$ cat src/rtl/gpio_seq.sv
`timescale 1ns/1ps
// gpio_seq: Wishbone-loaded command FIFO replayed as timed set/clear writes to a GPIO controller.
// Optional build macro GPIO_SEQ_LOOP_EN adds a LOOP control bit for repeating, non-destructive playback.
module gpio_seq #(
    parameter int LGFIFO = 4
) (
    input  logic        i_clk,
    input  logic        i_reset_n,
    input  logic        i_wb_cyc,
    input  logic        i_wb_stb,
    input  logic        i_wb_we,
    input  logic        i_wb_addr,
    input  logic [31:0] i_wb_data,
    input  logic [3:0]  i_wb_sel,
    output logic        o_wb_stall,
    output logic        o_wb_ack,
    output logic [31:0] o_wb_data,
    output logic        o_gp_cyc,
    output logic        o_gp_stb,
    output logic        o_gp_we,
    output logic [31:0] o_gp_data,
    output logic [3:0]  o_gp_sel,
    input  logic        i_gp_stall,
    input  logic        i_gp_ack,
    input  logic        i_gp_err,
    output logic        o_int
);

    localparam int              DEPTH   = 1 << LGFIFO;
    localparam logic [LGFIFO:0] PTR_ONE = {{LGFIFO{1'b0}}, 1'b1};
    localparam logic [1:0]      S_IDLE  = 2'd0;
    localparam logic [1:0]      S_WRITE = 2'd1;
    localparam logic [1:0]      S_WAIT  = 2'd2;

    logic [31:0]     mem_q [DEPTH];
    logic [LGFIFO:0] wr_q, wr_d, rd_q, rd_d, fill;
    logic [1:0]      state_q, state_d;
    logic [15:0]     delay_q, delay_d, cnt_q, cnt_d;
    logic [31:0]     gpd_q, gpd_d;
    logic            cyc_q, cyc_d, stb_q, stb_d;
    logic            en_q, en_d, ovf_q, ovf_d, err_q, err_d;
    logic            flush_pend_q, flush_pend_d;
    logic            ack_q, int_q, int_d;
    logic [31:0]     rdata_q, rdata_d, status;
    logic            wb_wr, ctl_wr, push_req, flush;
    logic            empty, full, take, adv_rd, push_ok, loop_on, gp_fault;
    logic [31:0]     head;
    logic            unused_sel;

    assign unused_sel = ^i_wb_sel;

    assign wb_wr    = i_wb_cyc & i_wb_stb & i_wb_we;
    assign ctl_wr   = wb_wr & ~i_wb_addr;
    assign push_req = wb_wr & i_wb_addr;
    assign flush    = ctl_wr & i_wb_data[1];

    assign fill    = wr_q - rd_q;
    assign empty   = (fill == '0);
    assign full    = fill[LGFIFO];
    assign take    = (state_q == S_IDLE) & en_q & ~empty & ~flush;
    assign adv_rd  = take & ~loop_on;
    // A pop in the same cycle frees the slot, so a push on a full FIFO still lands.
    assign push_ok = push_req & (~full | adv_rd);

`ifdef GPIO_SEQ_LOOP_EN
    logic            loop_q, loop_d;
    logic [LGFIFO:0] play_q, play_d, play_inc;

    assign loop_on  = loop_q;
    assign play_inc = play_q + PTR_ONE;
    assign head     = loop_q ? mem_q[play_q[LGFIFO-1:0]] : mem_q[rd_q[LGFIFO-1:0]];

    // Outside loop mode the play index shadows the read pointer, so enabling LOOP starts at the head.
    always_comb begin
        loop_d = ctl_wr ? i_wb_data[2] : loop_q;
        play_d = play_q;
        if (!loop_q || flush) begin
            play_d = rd_d;
        end else if (take) begin
            play_d = (play_inc == wr_q) ? rd_q : play_inc;
        end
    end

    always_ff @(posedge i_clk or negedge i_reset_n) begin
        if (!i_reset_n) begin
            loop_q <= 1'b0;
            play_q <= '0;
        end else begin
            loop_q <= loop_d;
            play_q <= play_d;
        end
    end
`else
    assign loop_on = 1'b0;
    assign head    = mem_q[rd_q[LGFIFO-1:0]];
`endif

    always_comb begin
        status          = '0;
        status[0]       = en_q;
        status[1]       = empty;
        status[2]       = full;
        status[3]       = ovf_q;
        status[4]       = err_q;
        status[5]       = (state_q != S_IDLE);
        status[LGFIFO+8:8] = fill;
    end

    always_comb begin
        state_d      = state_q;
        delay_d      = delay_q;
        cnt_d        = cnt_q;
        gpd_d        = gpd_q;
        cyc_d        = cyc_q;
        stb_d        = stb_q;
        gp_fault     = 1'b0;
        flush_pend_d = flush_pend_q | flush;

        case (state_q)
            S_IDLE: begin
                if (take) begin
                    state_d = S_WRITE;
                    delay_d = head[31:16];
                    gpd_d   = {8'h00, head[15:8], 8'h00, head[7:0]};
                end
            end
            S_WRITE: begin
                if (!cyc_q) begin
                    if (flush_pend_q || flush) begin
                        state_d = S_IDLE;
                    end else begin
                        cyc_d = 1'b1;
                        stb_d = 1'b1;
                    end
                end else begin
                    if (stb_q && !i_gp_stall) begin
                        stb_d = 1'b0;
                    end
                    if (i_gp_ack || i_gp_err) begin
                        cyc_d = 1'b0;
                        stb_d = 1'b0;
                        if (i_gp_err) begin
                            gp_fault = 1'b1;
                            state_d  = S_IDLE;
                        end else if (delay_q != 16'd0 && !(flush_pend_q || flush)) begin
                            state_d = S_WAIT;
                            cnt_d   = delay_q;
                        end else begin
                            state_d = S_IDLE;
                        end
                    end
                end
            end
            S_WAIT: begin
                // Counter runs D edges, so D adds exactly D cycles between writes.
                if (flush_pend_q || flush || cnt_q <= 16'd1) begin
                    state_d = S_IDLE;
                    cnt_d   = 16'd0;
                end else begin
                    cnt_d = cnt_q - 16'd1;
                end
            end
            default: begin
                state_d = S_IDLE;
                cyc_d   = 1'b0;
                stb_d   = 1'b0;
            end
        endcase

        if (state_d == S_IDLE) begin
            flush_pend_d = 1'b0;
        end
    end

    always_comb begin
        wr_d = wr_q + (push_ok ? PTR_ONE : '0);
        rd_d = flush ? wr_q : (rd_q + (adv_rd ? PTR_ONE : '0));

        en_d = ctl_wr ? i_wb_data[0] : en_q;
        if (gp_fault) begin
            en_d = 1'b0;
        end

        err_d = err_q;
        ovf_d = ovf_q;
        if (ctl_wr && i_wb_data[3]) begin
            err_d = 1'b0;
            ovf_d = 1'b0;
        end
        if (gp_fault) begin
            err_d = 1'b1;
        end
        if (push_req && !push_ok) begin
            ovf_d = 1'b1;
        end

        int_d   = en_q & empty & (state_q == S_IDLE);
        rdata_d = (i_wb_cyc && i_wb_stb && !i_wb_we && !i_wb_addr) ? status : 32'h0;
    end

    always_ff @(posedge i_clk) begin
        if (push_ok) begin
            mem_q[wr_q[LGFIFO-1:0]] <= i_wb_data;
        end
    end

    always_ff @(posedge i_clk or negedge i_reset_n) begin
        if (!i_reset_n) begin
            wr_q         <= '0;
            rd_q         <= '0;
            state_q      <= S_IDLE;
            delay_q      <= '0;
            cnt_q        <= '0;
            gpd_q        <= '0;
            cyc_q        <= 1'b0;
            stb_q        <= 1'b0;
            en_q         <= 1'b0;
            ovf_q        <= 1'b0;
            err_q        <= 1'b0;
            flush_pend_q <= 1'b0;
            ack_q        <= 1'b0;
            int_q        <= 1'b0;
            rdata_q      <= '0;
        end else begin
            wr_q         <= wr_d;
            rd_q         <= rd_d;
            state_q      <= state_d;
            delay_q      <= delay_d;
            cnt_q        <= cnt_d;
            gpd_q        <= gpd_d;
            cyc_q        <= cyc_d;
            stb_q        <= stb_d;
            en_q         <= en_d;
            ovf_q        <= ovf_d;
            err_q        <= err_d;
            flush_pend_q <= flush_pend_d;
            ack_q        <= i_wb_stb;
            int_q        <= int_d;
            rdata_q      <= rdata_d;
        end
    end

    assign o_wb_stall = 1'b0;
    assign o_wb_ack   = ack_q;
    assign o_wb_data  = rdata_q;
    assign o_gp_cyc   = cyc_q;
    assign o_gp_stb   = stb_q;
    assign o_gp_we    = 1'b1;
    assign o_gp_data  = gpd_q;
    assign o_gp_sel   = 4'hf;
    assign o_int      = int_q;

endmodule

$ cat config.mk
export PLATFORM = sky130hd
export DESIGN_NAME = gpio_seq
export DESIGN_NICKNAME = d
export VERILOG_FILES = /design/src/rtl/gpio_seq.sv
export SDC_FILE = /design/constraint.sdc
export NUM_CORES = 1
export LEC_CHECK = 0
export ABC_AREA = 1
export CAP_MARGIN = 15
export CORE_MARGIN = 3
export CORE_UTILIZATION = 55
export DETAILED_ROUTE_END_ITERATION = 8
export PLACE_DENSITY_LB_ADDON = 0.05
export SETUP_SLACK_MARGIN = 0.15
export SYNTH_ARGS = -nofsm -noshare
export SYNTH_HDL_FRONTEND = slang
export SYNTH_SLANG_ARGS = --single-unit
$ cat constraint.sdc
create_clock -name i_clk -period 7.9 [get_ports i_clk]
set_clock_uncertainty 0.1 [all_clocks]
set_input_delay 1.185 -clock i_clk [delete_from_list [all_inputs] [get_ports i_clk]]
set_output_delay 1.185 -clock i_clk [all_outputs]
set_load 0.005 [all_outputs]
# Word-level counts from Yosys, hierarchy flattened
# Memories as Yosys holds them, arrays and structs flattened. A register that Yosys moved wholly into a read port is not among the register bits.
# Index checks and enable logic that the tools add are counted.
[classes] n_addsub=4 order_cmp=1 n_eq_ne=8 muxes=39 n_bitwise=18 n_reduce_logical=29
[ops] cell="$mux W16" n=5
[ops] cell="$pmux W16 S2" n=1
[ops] cell="$mux W1" n=21
[ops] cell="$le A16 B1 Y1 const B" n=1
[ops] cell="$reduce_bool A16 Y1" n=1
[ops] cell="$sub A16 B1 Y16 const B" n=1
[ops] cell="$mux W2" n=7
[ops] cell="$mux W13" n=1
[ops] cell="$and A1 B1 Y1" n=11
[ops] cell="$add A5 B1 Y5" n=2
[ops] cell="$reduce_bool A2 Y1" n=5
[ops] cell="$ne A2 B2 Y1 const B" n=4
[ops] cell="$logic_and A1 B1 Y1" n=7
[ops] cell="$logic_not A1 Y1" n=6
[ops] cell="$pmux W2 S3" n=1
[ops] cell="$logic_not A5 Y1" n=1
[ops] cell="$mux W5" n=1
[ops] cell="$not A1 Y1" n=5
[ops] cell="$reduce_and A5 Y1" n=1
[ops] cell="$sub A5 B5 Y5" n=1
[ops] cell="$logic_not A2 Y1" n=2
[ops] cell="$ne A4 B4 Y1 const B" n=1
[ops] cell="$pmux W1 S2" n=2
[ops] cell="$logic_or A1 B1 Y1" n=3
[ops] cell="7 further kinds" n=8
[totals] ff_bits=49 mem_bits_rw=512 input_bits=45 output_inout_bits=74 wordCells=113 mem_count=1
[mem_list] name="mem_q" words=16 width=32 read_ports=1 rd_clocked_by_memory_dff=1 wr=1 line="35" source="logic [31:0] mem_q [DEPTH];"

# Longest topological paths before layout
[logic_depth] word_depth=14 mapped_depth=19 depth_no_buf=16

# Least setup slack after synthesis
# OpenSTA, ideal clock, no wires.
[synth_path] path_kind="register to register" start="register rd_q[2]" end="memory mem_q[0][0] (enable)" setup_time_ns=0.421 arrival_time_ns=3.519 required_time_ns=7.379 slack_ns=3.860 stages_incl_launch_ff=15 n_path_buf=3 period_less_slack_ns=4.040 path_cell_list="dfrtp_1 clkbuf_1 inv_1 buf_2 buf_1 ha_1 a21oi_1 nand2_1 nand2_1 nand2_1 nand3_1 nand2_2 nand2_1 nand3_1 nor2_1"
[synth_via] elab_chain_cells=9 word_cells_on_any_way=10 classes_between="add/sub (1); mux (2); bitwise (6); reduce/logical (1)"
[synth_lines] item="start: declaration" line="36" source="logic [LGFIFO:0] wr_q, wr_d, rd_q, rd_d, fill;"
[synth_lines] item="start signal: assignment" line="226" source="rd_q <= rd_d;"
[synth_lines] item="$sub A5 B5 Y5 (*)" line="57" source="assign fill = wr_q - rd_q;"
[synth_lines] item="$logic_not A5 Y1" line="58" source="assign empty = (fill == '0);"
[synth_lines] item="$not A1 Y1" line="60" source="assign take = (state_q == S_IDLE) & en_q & ~empty & ~flush;"
[synth_lines] item="$and A1 B1 Y1 (2 in series)" line="60"
[synth_lines] item="$or A1 B1 Y1 (*)" line="63" source="assign push_ok = push_req & (~full | adv_rd);"
[synth_lines] item="$and A1 B1 Y1 (*)" line="63"
[synth_lines] item="$mux W1 (*)" line="202" source="if (push_ok) begin"
[synth_lines] item="$mux W1 (not written as such) (*)" line="203" source="mem_q[wr_q[LGFIFO-1:0]] <= i_wb_data;"
[synth_lines] item="end: declaration" line="35"
# Mark *: on every way between the ends. The rest lies on a longest branch, timed or not.

# Worst setup path after layout
[layout_path] start="register rd_q[1]" end="memory mem_q[4][29] (enable)"
# The elaborated chain is that of the path after synthesis.

==> results.rst <==
.. list-table::
   :header-rows: 1

   * - Metric
     - Value
   * - Classification of the worst setup path
     - reg -> reg
   * - Cell Area, Synth
     - 24300 um2
   * - Lkg Pwr
     - about 9.6 nW
   * - Clock slew at reported path FFs
     - approximately 0.06 ns
   * - Worst-case clock buffer depth
     - 3
   * - Post-CTS sizing
     - 0
   * - Post-CTS Setup Inserts
     - 0
   * - IR Drop Worst-Case VDD
     - between 0.2 and 0.3 mV
   * - Residual DRC
     - 0
   * - Sequential area share after synthesis
     - between 70% and 80%
   * - Number of distinct library cell variants in the gate-level netlist after synthesis
     - 33
   * - Input/output buffers
     - a little over 70
   * - Total I/O pin count
     - about 120
   * - Core Footprint
     - roughly 43000 um2
   * - Routed via count divided by cell count
     - roughly 5.6
   * - Die W
     - between 200 and 250 um
   * - Required time of the worst setup path
     - approximately 8.0 ns
   * - Total clock sinks
     - just under 600
   * - Number of placement rows
     - 76
   * - Overall routing resource usage
     - about a quarter
   * - Setup Viol. Count Final
     - 0
   * - Ys Warns
     - 0
   * - Antenna Nets Post-Route
     - 0
   * - Routed vias
     - about 15000
   * - Number of clock buffers inserted by TritonCTS
     - 59
   * - Final slew viol count
     - 0
   * - Achievable clock frequency
     - between 150 and 200 MHz
   * - DRT Wirelength
     - 56500 um
   * - CTS hold repair buffers
     - 0
   * - Kind of start point of the critical path
     - flip-flop
   * - Arrival time worst endpoint
     - about 5.5 ns
   * - Slew Limit Headroom
     - between 20% and 30%
   * - Antenna diode instance count
     - 0
   * - Unrepaired setup endpoints after global routing
     - no
   * - Routed length per placed instance
     - between 20 and 25 um
   * - Hold violation count in the final report
     - 0
   * - Reported max-cap violation count
     - 0
   * - Leading cell types in the layout, fill and taps excluded
     - sky130_fd_sc_hd__edfxtp_1 (512), sky130_fd_sc_hd__nor2_1 (441), sky130_fd_sc_hd__nand2_1 (260)
   * - Number of global-route vias before repair
     - roughly 15000
   * - Min Clock Period, post-route
     - roughly 5.4 ns
   * - Half-perimeter wire length after detailed placement
     - approximately 29000 um
   * - TritonCTS clock tree
     - built
   * - Outcome
     - complete, no violations
   * - Element type at the critical path end
     - flip-flop
   * - Layout cell share with drive strength beyond 1
     - 7.23%
   * - DIE AREA
     - ~47000 um2
   * - Antenna violations before repair
     - 0
   * - Synthesized area divided by synthesized cell count
     - about 12 um2
   * - Final period util
     - between 60% and 70%
   * - Max Fanout on Critical Path
     - just under 60
   * - Total Neg Setup Slack
     - 0 ns
   * - Yosys reg bits
     - 590
   * - Largest net degree at the start of global routing
     - 98
   * - Most common cell after layout, fill and taps aside
     - sky130_fd_sc_hd__edfxtp_1
   * - Initial cell density of the core
     - 56.0%
   * - Root Driver
     - sky130_fd_sc_hd__clkbuf_16
   * - # fillers
     - between 3000 and 4000
   * - Final core utilization
     - 62.8%
   * - Number of violations reported at the end of detailed-routing iteration 0
     - about 1400
   * - Synthesized netlist cell count
     - a little over 2000
   * - Actual slew at the worst max-slew pin
     - 1.13 ns
   * - H-tree depth
     - 2
   * - Clock insertion delay at the later pin of the skew report
     - a little over 0.6 ns
   * - Worst Hold Class
     - in -> async
   * - Total power per unit cell area
     - between 300 and 400 nW/um2
   * - Height of the chip
     - around 220 um
   * - Number of nets at the end of the flow
     - approximately 2200
   * - Grt ovf
     - 0
   * - Detailed-routing iteration count for the pre-antenna-repair pass
     - 5
   * - Wire length of the first global-routing pass
     - 87000 um
   * - GP Congestion
     - 0.774
   * - Layout Area Growth over Synthesis
     - 12.1%
==> logic make-up after synthesis <==
group,count (synthesis),synth area share (%)
simple gates,815,13.2
flops,590,71.4
compound gates,412,9.89
buf+inv,206,4.36
xor+xnor,16,0.577
fa+ha+maj,11,0.598
other cells,2,0.0309
==> sequential cells by signal (all words and copies together), names as in the netlist <==
signal        count
rd_q              5
en_q              1
o_wb_data        10
ovf_q             1
o_wb_ack          1
o_gp_stb          1
o_gp_cyc          1
state_q           2
o_gp_data        16
delay_q          16
cnt_q            16
err_q             1
mem_q           512
o_int             1
flush_pend_q      1
wr_q              5
==> per-layer routing <==
layer | wire length, um | up-vias | GRT usage, %
li1 | - | 7242 | -
met1 | 26000 | 7576 | 36.0
met2 | 25300 | 500 | 37.2
met3 | 3670 | 93 | 4.05
met4 | 1540 | 0 | 7.46
met5 | 0 | - | 0
==> through the flow <==
step	hold WS (ns)	cells	cell area, um2	power (mW)	setup slack (ns)
after floorplan	0.357	2093	24400	5.92	3.86
after global routing	0.309	2730	27200	10.0	2.15
final	0.333	2730	27200	9.44	2.53
after detailed placement	0.374	2618	25300	6.79	2.38
after global placement	0.374	2618	25300	6.75	2.45
after CTS	0.307	2730	27200	9.49	2.57
==> cell type report <==
| class | count | area [um2] | share of cell area, % |
|---|---|---|---|
| clock buffers | 84 | 1670 | 6.14 |
| clock inverters | 28 | 208 | 0.763 |
| inverters | 47 | 181 | 0.667 |
| multi-input cells | 1297 | 6170 | 22.7 |
| flip-flops and latches | 590 | 17300 | 63.7 |
| well taps | 585 | 732 | 2.69 |
| repair buffers | 99 | 918 | 3.37 |
==> worst paths after layout <==
path	start	endpoint	slack (ns)	cells past startpoint
max	rd_q[1]	mem_q[4][29]	2.53	13
min in group i_clk	o_gp_data[5]	o_gp_data[5]	0.39	2
max reg2reg	rd_q[1]	mem_q[4][29]	2.53	13
min	i_reset_n	o_gp_data[17]	0.33	1
max in group asynchronous	i_reset_n	rd_q[1]	6.18	2
min reg2reg	o_gp_data[5]	o_gp_data[5]	0.39	2
==> worst max-delay path, stage by stage, from the launching register on <==
cell                      delay, ns
sky130_fd_sc_hd__dfrtp_4       0.85
sky130_fd_sc_hd__buf_4         0.65
sky130_fd_sc_hd__inv_2         0.08
sky130_fd_sc_hd__ha_1          0.30
sky130_fd_sc_hd__nand3_1       0.11
sky130_fd_sc_hd__nand2_1       0.06
sky130_fd_sc_hd__nand2_1       0.07
sky130_fd_sc_hd__nand2_1       0.06
sky130_fd_sc_hd__nand3_1       0.14
sky130_fd_sc_hd__nand2_2       0.60
sky130_fd_sc_hd__nand2_1       0.46
sky130_fd_sc_hd__nand3_1       0.41
sky130_fd_sc_hd__nor2_4        0.51
sky130_fd_sc_hd__buf_4         0.55
==> power by group <==
group / internal, mW / switching [mW]
Sequential: 3.57 / 0.252
Clock: 1.54 / 1.16
Combinational: 0.946 / 1.97
Total: 6.06 / 3.38
==> cell usage after synthesis, drive strengths merged <==
| cell | n | area [um2] |
|---|---|---|
| dfrtp | 78 | 1950 |
| ha | 10 | 125 |
| a21oi | 6 | 41.3 |
| xnor2 | 8 | 70.1 |
| clkbuf | 58 | 218 |
| inv | 45 | 169 |
| o22ai | 1 | 6.26 |
| nand4 | 2 | 12.5 |
| xor2 | 8 | 70.1 |
| nand3 | 87 | 440 |
| nand2 | 261 | 982 |
| o211ai | 129 | 968 |
| nand3b | 2 | 15.0 |
| edfxtp | 512 | 15400 |
| buf | 101 | 663 |
| o21ai | 276 | 1390 |
| conb | 2 | 7.51 |
| or2 | 2 | 12.5 |
| fa | 1 | 20.0 |
| nor2 | 458 | 1720 |
| clkinv | 2 | 7.51 |
| nor3 | 3 | 15.0 |
No activity file was read; power rests on OpenSTA's default activity.
